<file path="src/rtl/ps2_morse_encoder_fifo.sv">
// PS/2 set-2 make-code filter, Morse lookup, symbol FIFO and unit-timed keyer.
// Key, busy and sidetone outputs are registered; the lookup result is registered before the FIFO push.
module ps2_morse_encoder_fifo #(
    parameter int unsigned UNIT_CYCLES = 10_000_000,
    parameter int unsigned FIFO_DEPTH  = 16,
    parameter int unsigned TONE_DIV    = 0
) (
    input  logic                          clk,
    input  logic                          rst_n,
    input  logic [7:0]                    ps2_received_data,
    input  logic                          ps2_received_data_strb,
    output logic                          morse_code_out,
    output logic                          tone_out,
    output logic                          busy,
    output logic [$clog2(FIFO_DEPTH):0]   fifo_count,
    output logic                          overflow
);

    localparam int unsigned AW   = $clog2(FIFO_DEPTH);
    localparam int unsigned CW   = $clog2(3 * UNIT_CYCLES + 1);
    localparam int unsigned TW   = (TONE_DIV > 1) ? $clog2(TONE_DIV) : 1;
    localparam int unsigned TDM1 = (TONE_DIV > 0) ? TONE_DIV - 1 : 0;

    // len == 0 marks the word-space symbol; pat bit 0 is the first element, 1 = dash
    typedef struct packed {
        logic [2:0] len;
        logic [4:0] pat;
    } sym_t;

    typedef enum logic [1:0] {F_NORMAL, F_BREAK, F_EXT} fstate_t;
    typedef enum logic [2:0] {K_IDLE, K_MARK, K_EGAP, K_CGAP, K_WORD} kstate_t;

    fstate_t         fstate_q, fstate_d;
    logic            push_q, push_d;
    sym_t            psym_q, psym_d;
    sym_t            rom_sym;
    logic            rom_hit;

    sym_t            mem [FIFO_DEPTH];
    logic [AW-1:0]   wr_ptr_q, rd_ptr_q;
    logic [AW:0]     count_q, count_d;
    logic            overflow_q, overflow_d;
    logic            pop, full, wr_en;
    sym_t            head;

    kstate_t         kstate_q, kstate_d;
    logic [CW-1:0]   cnt_q, cnt_d;
    logic [4:0]      pat_q, pat_d;
    logic [2:0]      rem_q, rem_d;
    logic            word_ext_q, word_ext_d;
    logic            morse_q, morse_d;
    logic            busy_q, busy_d;
    logic            tone_q, tone_d;
    logic [TW-1:0]   tdiv_q, tdiv_d;

    // Scan code to Morse ROM
    always_comb begin
        rom_hit = 1'b1;
        rom_sym = '0;
        case (ps2_received_data)
            8'h1C: rom_sym = {3'd2, 5'b00010}; // A .-
            8'h32: rom_sym = {3'd4, 5'b00001}; // B
            8'h21: rom_sym = {3'd4, 5'b00101}; // C
            8'h23: rom_sym = {3'd3, 5'b00001}; // D
            8'h24: rom_sym = {3'd1, 5'b00000}; // E
            8'h2B: rom_sym = {3'd4, 5'b00100}; // F
            8'h34: rom_sym = {3'd3, 5'b00011}; // G
            8'h33: rom_sym = {3'd4, 5'b00000}; // H
            8'h43: rom_sym = {3'd2, 5'b00000}; // I
            8'h3B: rom_sym = {3'd4, 5'b01110}; // J
            8'h42: rom_sym = {3'd3, 5'b00101}; // K
            8'h4B: rom_sym = {3'd4, 5'b00010}; // L
            8'h3A: rom_sym = {3'd2, 5'b00011}; // M
            8'h31: rom_sym = {3'd2, 5'b00001}; // N
            8'h44: rom_sym = {3'd3, 5'b00111}; // O
            8'h4D: rom_sym = {3'd4, 5'b00110}; // P
            8'h15: rom_sym = {3'd4, 5'b01011}; // Q
            8'h2D: rom_sym = {3'd3, 5'b00010}; // R
            8'h1B: rom_sym = {3'd3, 5'b00000}; // S
            8'h2C: rom_sym = {3'd1, 5'b00001}; // T
            8'h3C: rom_sym = {3'd3, 5'b00100}; // U
            8'h2A: rom_sym = {3'd4, 5'b01000}; // V
            8'h1D: rom_sym = {3'd3, 5'b00110}; // W
            8'h22: rom_sym = {3'd4, 5'b01001}; // X
            8'h35: rom_sym = {3'd4, 5'b01101}; // Y
            8'h1A: rom_sym = {3'd4, 5'b00011}; // Z
            8'h45: rom_sym = {3'd5, 5'b11111}; // 0
            8'h16: rom_sym = {3'd5, 5'b11110}; // 1
            8'h1E: rom_sym = {3'd5, 5'b11100}; // 2
            8'h26: rom_sym = {3'd5, 5'b11000}; // 3
            8'h25: rom_sym = {3'd5, 5'b10000}; // 4
            8'h2E: rom_sym = {3'd5, 5'b00000}; // 5
            8'h36: rom_sym = {3'd5, 5'b00001}; // 6
            8'h3D: rom_sym = {3'd5, 5'b00011}; // 7
            8'h3E: rom_sym = {3'd5, 5'b00111}; // 8
            8'h46: rom_sym = {3'd5, 5'b01111}; // 9
            8'h29: rom_sym = {3'd0, 5'b00000}; // space
            default: rom_hit = 1'b0;
        endcase
    end

    // Make-code filter: break and extended prefixes swallow the following byte
    always_comb begin
        fstate_d = fstate_q;
        push_d   = 1'b0;
        psym_d   = psym_q;
        if (ps2_received_data_strb) begin
            case (fstate_q)
                F_NORMAL: begin
                    if (ps2_received_data == 8'hF0) begin
                        fstate_d = F_BREAK;
                    end else if (ps2_received_data == 8'hE0) begin
                        fstate_d = F_EXT;
                    end else begin
                        push_d = rom_hit;
                        psym_d = rom_sym;
                    end
                end
                F_BREAK: fstate_d = F_NORMAL;
                F_EXT:   fstate_d = (ps2_received_data == 8'hF0) ? F_BREAK : F_NORMAL;
                default: fstate_d = F_NORMAL;
            endcase
        end
    end

    always_ff @(posedge clk or negedge rst_n) begin
        if (!rst_n) begin
            fstate_q <= F_NORMAL;
            push_q   <= 1'b0;
            psym_q   <= '0;
        end else begin
            fstate_q <= fstate_d;
            push_q   <= push_d;
            psym_q   <= psym_d;
        end
    end

    // Symbol FIFO; a push while full only lands when the keyer pops in the same cycle
    assign head       = mem[rd_ptr_q];
    assign pop        = (kstate_q == K_IDLE) && (count_q != '0);
    assign full       = (count_q == (AW+1)'(FIFO_DEPTH));
    assign wr_en      = push_q && (!full || pop);
    assign overflow_d = overflow_q | (push_q && full && !pop);

    always_comb begin
        count_d = count_q;
        if (wr_en && !pop) begin
            count_d = count_q + (AW+1)'(1);
        end else if (!wr_en && pop) begin
            count_d = count_q - (AW+1)'(1);
        end
    end

    always_ff @(posedge clk) begin
        if (wr_en) begin
            mem[wr_ptr_q] <= psym_q;
        end
    end

    always_ff @(posedge clk or negedge rst_n) begin
        if (!rst_n) begin
            wr_ptr_q   <= '0;
            rd_ptr_q   <= '0;
            count_q    <= '0;
            overflow_q <= 1'b0;
        end else begin
            if (wr_en) wr_ptr_q <= wr_ptr_q + AW'(1);
            if (pop)   rd_ptr_q <= rd_ptr_q + AW'(1);
            count_q    <= count_d;
            overflow_q <= overflow_d;
        end
    end

    // Keyer: cnt_q holds remaining cycles minus one; WORD runs 3 units then 1 more
    always_comb begin
        kstate_d   = kstate_q;
        cnt_d      = cnt_q;
        pat_d      = pat_q;
        rem_d      = rem_q;
        word_ext_d = word_ext_q;
        tone_d     = 1'b0;
        tdiv_d     = '0;
        case (kstate_q)
            K_IDLE: begin
                if (pop) begin
                    if (head.len == 3'd0) begin
                        kstate_d   = K_WORD;
                        cnt_d      = CW'(3 * UNIT_CYCLES - 1);
                        word_ext_d = 1'b1;
                    end else begin
                        kstate_d = K_MARK;
                        pat_d    = head.pat;
                        rem_d    = head.len;
                        cnt_d    = head.pat[0] ? CW'(3 * UNIT_CYCLES - 1) : CW'(UNIT_CYCLES - 1);
                    end
                end
            end
            K_MARK: begin
                if (cnt_q != '0) begin
                    cnt_d = cnt_q - CW'(1);
                end else if (rem_q > 3'd1) begin
                    kstate_d = K_EGAP;
                    cnt_d    = CW'(UNIT_CYCLES - 1);
                    pat_d    = {1'b0, pat_q[4:1]};
                    rem_d    = rem_q - 3'd1;
                end else begin
                    kstate_d = K_CGAP;
                    cnt_d    = CW'(3 * UNIT_CYCLES - 1);
                end
            end
            K_EGAP: begin
                if (cnt_q != '0) begin
                    cnt_d = cnt_q - CW'(1);
                end else begin
                    kstate_d = K_MARK;
                    cnt_d    = pat_q[0] ? CW'(3 * UNIT_CYCLES - 1) : CW'(UNIT_CYCLES - 1);
                end
            end
            K_CGAP: begin
                if (cnt_q != '0) begin
                    cnt_d = cnt_q - CW'(1);
                end else begin
                    kstate_d = K_IDLE;
                end
            end
            K_WORD: begin
                if (cnt_q != '0) begin
                    cnt_d = cnt_q - CW'(1);
                end else if (word_ext_q) begin
                    cnt_d      = CW'(UNIT_CYCLES - 1);
                    word_ext_d = 1'b0;
                end else begin
                    kstate_d = K_IDLE;
                end
            end
            default: kstate_d = K_IDLE;
        endcase

        morse_d = (kstate_d == K_MARK);
        busy_d  = (kstate_d != K_IDLE);

        // Sidetone restarts low on every mark entry
        if (TONE_DIV > 0 && kstate_d == K_MARK && kstate_q == K_MARK) begin
            if (tdiv_q == TW'(TDM1)) begin
                tone_d = ~tone_q;
                tdiv_d = '0;
            end else begin
                tone_d = tone_q;
                tdiv_d = tdiv_q + TW'(1);
            end
        end
    end

    always_ff @(posedge clk or negedge rst_n) begin
        if (!rst_n) begin
            kstate_q   <= K_IDLE;
            cnt_q      <= '0;
            pat_q      <= '0;
            rem_q      <= '0;
            word_ext_q <= 1'b0;
            morse_q    <= 1'b0;
            busy_q     <= 1'b0;
            tone_q     <= 1'b0;
            tdiv_q     <= '0;
        end else begin
            kstate_q   <= kstate_d;
            cnt_q      <= cnt_d;
            pat_q      <= pat_d;
            rem_q      <= rem_d;
            word_ext_q <= word_ext_d;
            morse_q    <= morse_d;
            busy_q     <= busy_d;
            tone_q     <= tone_d;
            tdiv_q     <= tdiv_d;
        end
    end

    assign morse_code_out = morse_q;
    assign tone_out       = tone_q;
    assign busy           = busy_q;
    assign fifo_count     = count_q;
    assign overflow       = overflow_q;

endmodule

</file>
<file path="config.mk">
export PLATFORM = sky130hd
export DESIGN_NAME = ps2_morse_encoder_fifo
export DESIGN_NICKNAME = d
export VERILOG_FILES = /design/src/rtl/ps2_morse_encoder_fifo.sv
export SDC_FILE = /design/constraint.sdc
export NUM_CORES = 1
export LEC_CHECK = 0
export ABC_AREA = 1
export CAP_MARGIN = 20
export CELL_PAD_IN_SITES_DETAIL_PLACEMENT = 1
export CELL_PAD_IN_SITES_GLOBAL_PLACEMENT = 1
export CORE_MARGIN = 5
export CORE_UTILIZATION = 30
export DETAILED_ROUTE_END_ITERATION = 7
export HOLD_SLACK_MARGIN = 0.06
export PLACE_DENSITY = 0.52
export SYNTH_ARGS = -nofsm -noshare
export SYNTH_HDL_FRONTEND = slang
export SYNTH_SLANG_ARGS = --single-unit
</file>
<file path="constraint.sdc">
create_clock -name clk -period 3.25 [get_ports clk]
set_input_delay 0.4875 -clock clk [delete_from_list [all_inputs] [get_ports clk]]
set_output_delay 0.4875 -clock clk [all_outputs]
set_load 0.01 [all_outputs]
</file>
==> flow_metrics.tcl <==
set metrics [dict create \
    finClkSkew_ns 0.0111 \
    synth_cell_types 50 \
    crit_family "simple AND/OR/NAND/NOR gates" \
    num_vias 7727 \
    timing.critical_path.mode_cell "nand2_1" \
    crit_type "register to register" \
    start_util 0.305 \
    clock-root-buffer "clkbuf_16" \
    yosysMostFrequentCell "nand2_1" \
    cts_sinks 192 \
    ys_ff_latch 192 \
    period_needed_ns 2.85 \
    fin_cells 1632 \
    cts_buffers 17 \
    place_ws_ns 0.419 \
    grt_use_total 0.159 \
    port_buffers 18 \
    slew_headroom 0.401 \
    grt_pass1_wl_um 45100 \
    worst_slew_pin_slew_ns 0.898 \
    clkPwrFrac 0.255 \
    diodes 0 \
    hold_ws_ns 0.163 \
    drc 0 \
    num_io_pins 20 \
    end_kind "register" \
    wl_per_cell_um 17.3 \
    netlist_top_cells_count "nand2_1, nor2_1, edfxtp_1" \
    place_hpwl_um 19500 \
    final_area_um2 11300 \
    antenna_found_initial 0 \
    areaGrowthSynthToFinish_pct 13.3 \
    yosys_warnings 0 \
    postCtsHoldBufs 0 \
    postCtsSetupBuffers 0 \
    required_ns 3.58 \
    yosysTopAreaCell "edfxtp_1" \
    grt_remaining_overflow 0 \
    outcome "finished clean" \
    power-per-cell-area_nw_per_um2 761 \
    ctsResizeCount 0 \
    combPwrFrac 0.379 \
    rows 66 \
    switching_share 0.415 \
    dieArea_um2 36900 \
    finalPower_mw 8.58 \
    worstPathArrival_ns 3.18 \
    grt_max_degree 72 \
    wl_um 28200 \
    crit_path_max_fanout 8 \
    synthCells 1149 \
    hp-class "primary input to async pin" \
    setup.worst_path.start_class "register" \
    dpl_cell_area_um2 10700 \
    first_global_vias 8027 \
    tritoncts "done" \
    cp_num_buf_inv 3 \
    drt_iter0_drc 340 \
    synth_area_um2 9950 \
    synthFlopType "edfxtp_1" \
    p_leak_nw 4.80 \
    final_nets 1202 \
    die_h_um 192 \
    p_switching_mw 3.56 \
    synthArstFlopShare 0.333 \
    h-tree-depth 4 \
    grt_setup_unrepaired "no" \
    synth.yosys.seq_area_share 0.547 \
    gp_congestion 0.856 \
    die_x_um 192 \
    max_freq_mhz 351 \
    core_um2 32600 \
    dp_cells 1600 \
    setup_viol 0 \
    layout-drive-gt1-share 0.0849 \
    period_share 0.877 \
    worst_slack_ns 0.401 \
    first_pass_iters 4 \
    internal-power_mw 5.02 \
    final_util 0.346 \
    slowest_delay_ns 0.42 \
    hold_violations 0 \
    synth_top_area_frac 0.386 \
    clock_latency_ns 0.45 \
    synth_edf_count 128 \
    maxCapViolCount 0 \
    synth_area_leaders "edfxtp_1, dfrtp_1, nand2_1" \
    maxSlewViolCount 0 \
    postRouteAntennaNets 0 \
    max-clock-path-buffers 2 \
    finalSetupTns_ns 0 \
    syn-num-nets 1174 \
    path_clk_slew_ns 0.08 \
    vias_per_cell 4.73 \
    ir_worst_vdd_uv 396 \
    crit_path_top_delay_cell "dfrtp_1" \
    avgSynthCellArea_um2 8.66 \
    p_seq_frac 0.366 \
    path_cells "or2_1 -> nor2_2 -> inv_1 -> nand2_1 -> nand2_1 -> clkinv_1 -> ha_1 -> inv_1 -> ha_1 -> a21o_1 -> a31oi_1 -> nand2_1 -> nand2_1 -> nor2_1 -> xor2_1" \
]
-- flip-flops by register name, indices dropped and copies added, names as in the netlist, 2 cells and up --
| name | flops |
|---|---|
| fstate_q | 2 |
| cnt_q | 25 |
| mem | 128 |
| wr_ptr_q | 4 |
| pat_q | 5 |
| rem_q | 3 |
| kstate_q | 3 |
| rd_ptr_q | 4 |
| fifo_count | 5 |
| psym_q | 8 |
-- cells in the final DEF, fill, tap and decap left out, types with 4 or more instances in the layout --
cell type | synthesis | routed
a21o_1 | 4 | 4
a21oi_1 | 20 | 20
buf_4 | 9 | 22
clkbuf_16 | 0 | 17
clkdlybuf4s50_1 | 0 | 17
dfrtp_1 | 64 | 63
edfxtp_1 | 128 | 128
ha_1 | 13 | 13
inv_1 | 121 | 121
inv_2 | 7 | 7
inv_8 | 0 | 4
nand2_1 | 298 | 298
nand2_2 | 7 | 7
nand3_1 | 92 | 92
nand4_1 | 12 | 12
nor2_1 | 153 | 153
nor2_2 | 8 | 8
nor2_4 | 5 | 5
nor3_1 | 18 | 18
o211ai_1 | 17 | 17
o21ai_0 | 88 | 88
o21ai_1 | 5 | 5
o22ai_1 | 4 | 4
or2_2 | 5 | 5
xnor2_1 | 4 | 4
xor2_1 | 10 | 10
-- kinds of logic (layout without fill, tap and decap cells) --
group                      after synthesis  after routing  share of synthesized area
buffers and inverters                  163            204                     0.0698
AOI/OAI and AO/OA                      154            154                     0.0889
and+or+nand+nor                        611            611                      0.263
xor gates and xnor gates                14             14                     0.0123
other                                    1              1                   0.000377
adders and majority gates               14             14                     0.0184
DFF                                    192            192                      0.547
-- final timing paths --
kind,endpoint,startpoint,slack (ns),cells after the start
setup / recovery,fifo_count[4],kstate_q[1],0.40,15
min in group clk,pat_q[3],pat_q[3],0.48,2
hold / removal,cnt_q[5],rst_n,0.16,1
max in group asynchronous,rd_ptr_q[0],rst_n,2.45,1
setup reg to reg,fifo_count[4],kstate_q[1],0.40,15
hold reg to reg,pat_q[3],pat_q[3],0.48,2
-- routing by layer --
| layer | track usage | part of all wire |
|---|---|---|
| met1 | 0.212 | 0.48 |
| met2 | 0.269 | 0.49 |
| met3 | 0.0253 | 0.016 |
| met4 | 0.0395 | 0.012 |
| met5 | 0 | 0 |
-- power by group through the flow --
stage               Combinational, mW  Clock (mW)  Sequential [mW]
floorplan                        2.33           0             3.12
global placement                 3.31           0             3.20
detailed placement               3.33           0             3.20
CTS                              3.34        2.25             3.15
global route                     3.74        2.35             3.19
finish                           3.25        2.18             3.14
-- final cells by class --
type | instances | area [um^2]
multi-input combinational | 794 | 3810
clock inverter | 15 | 184
tap | 442 | 553
sequential | 192 | 5450
inverter | 132 | 498
fill | 3820 | 21300
timing repair buffer | 40 | 355
clock buffer | 17 | 425
Power figures use the tool's default switching activity.
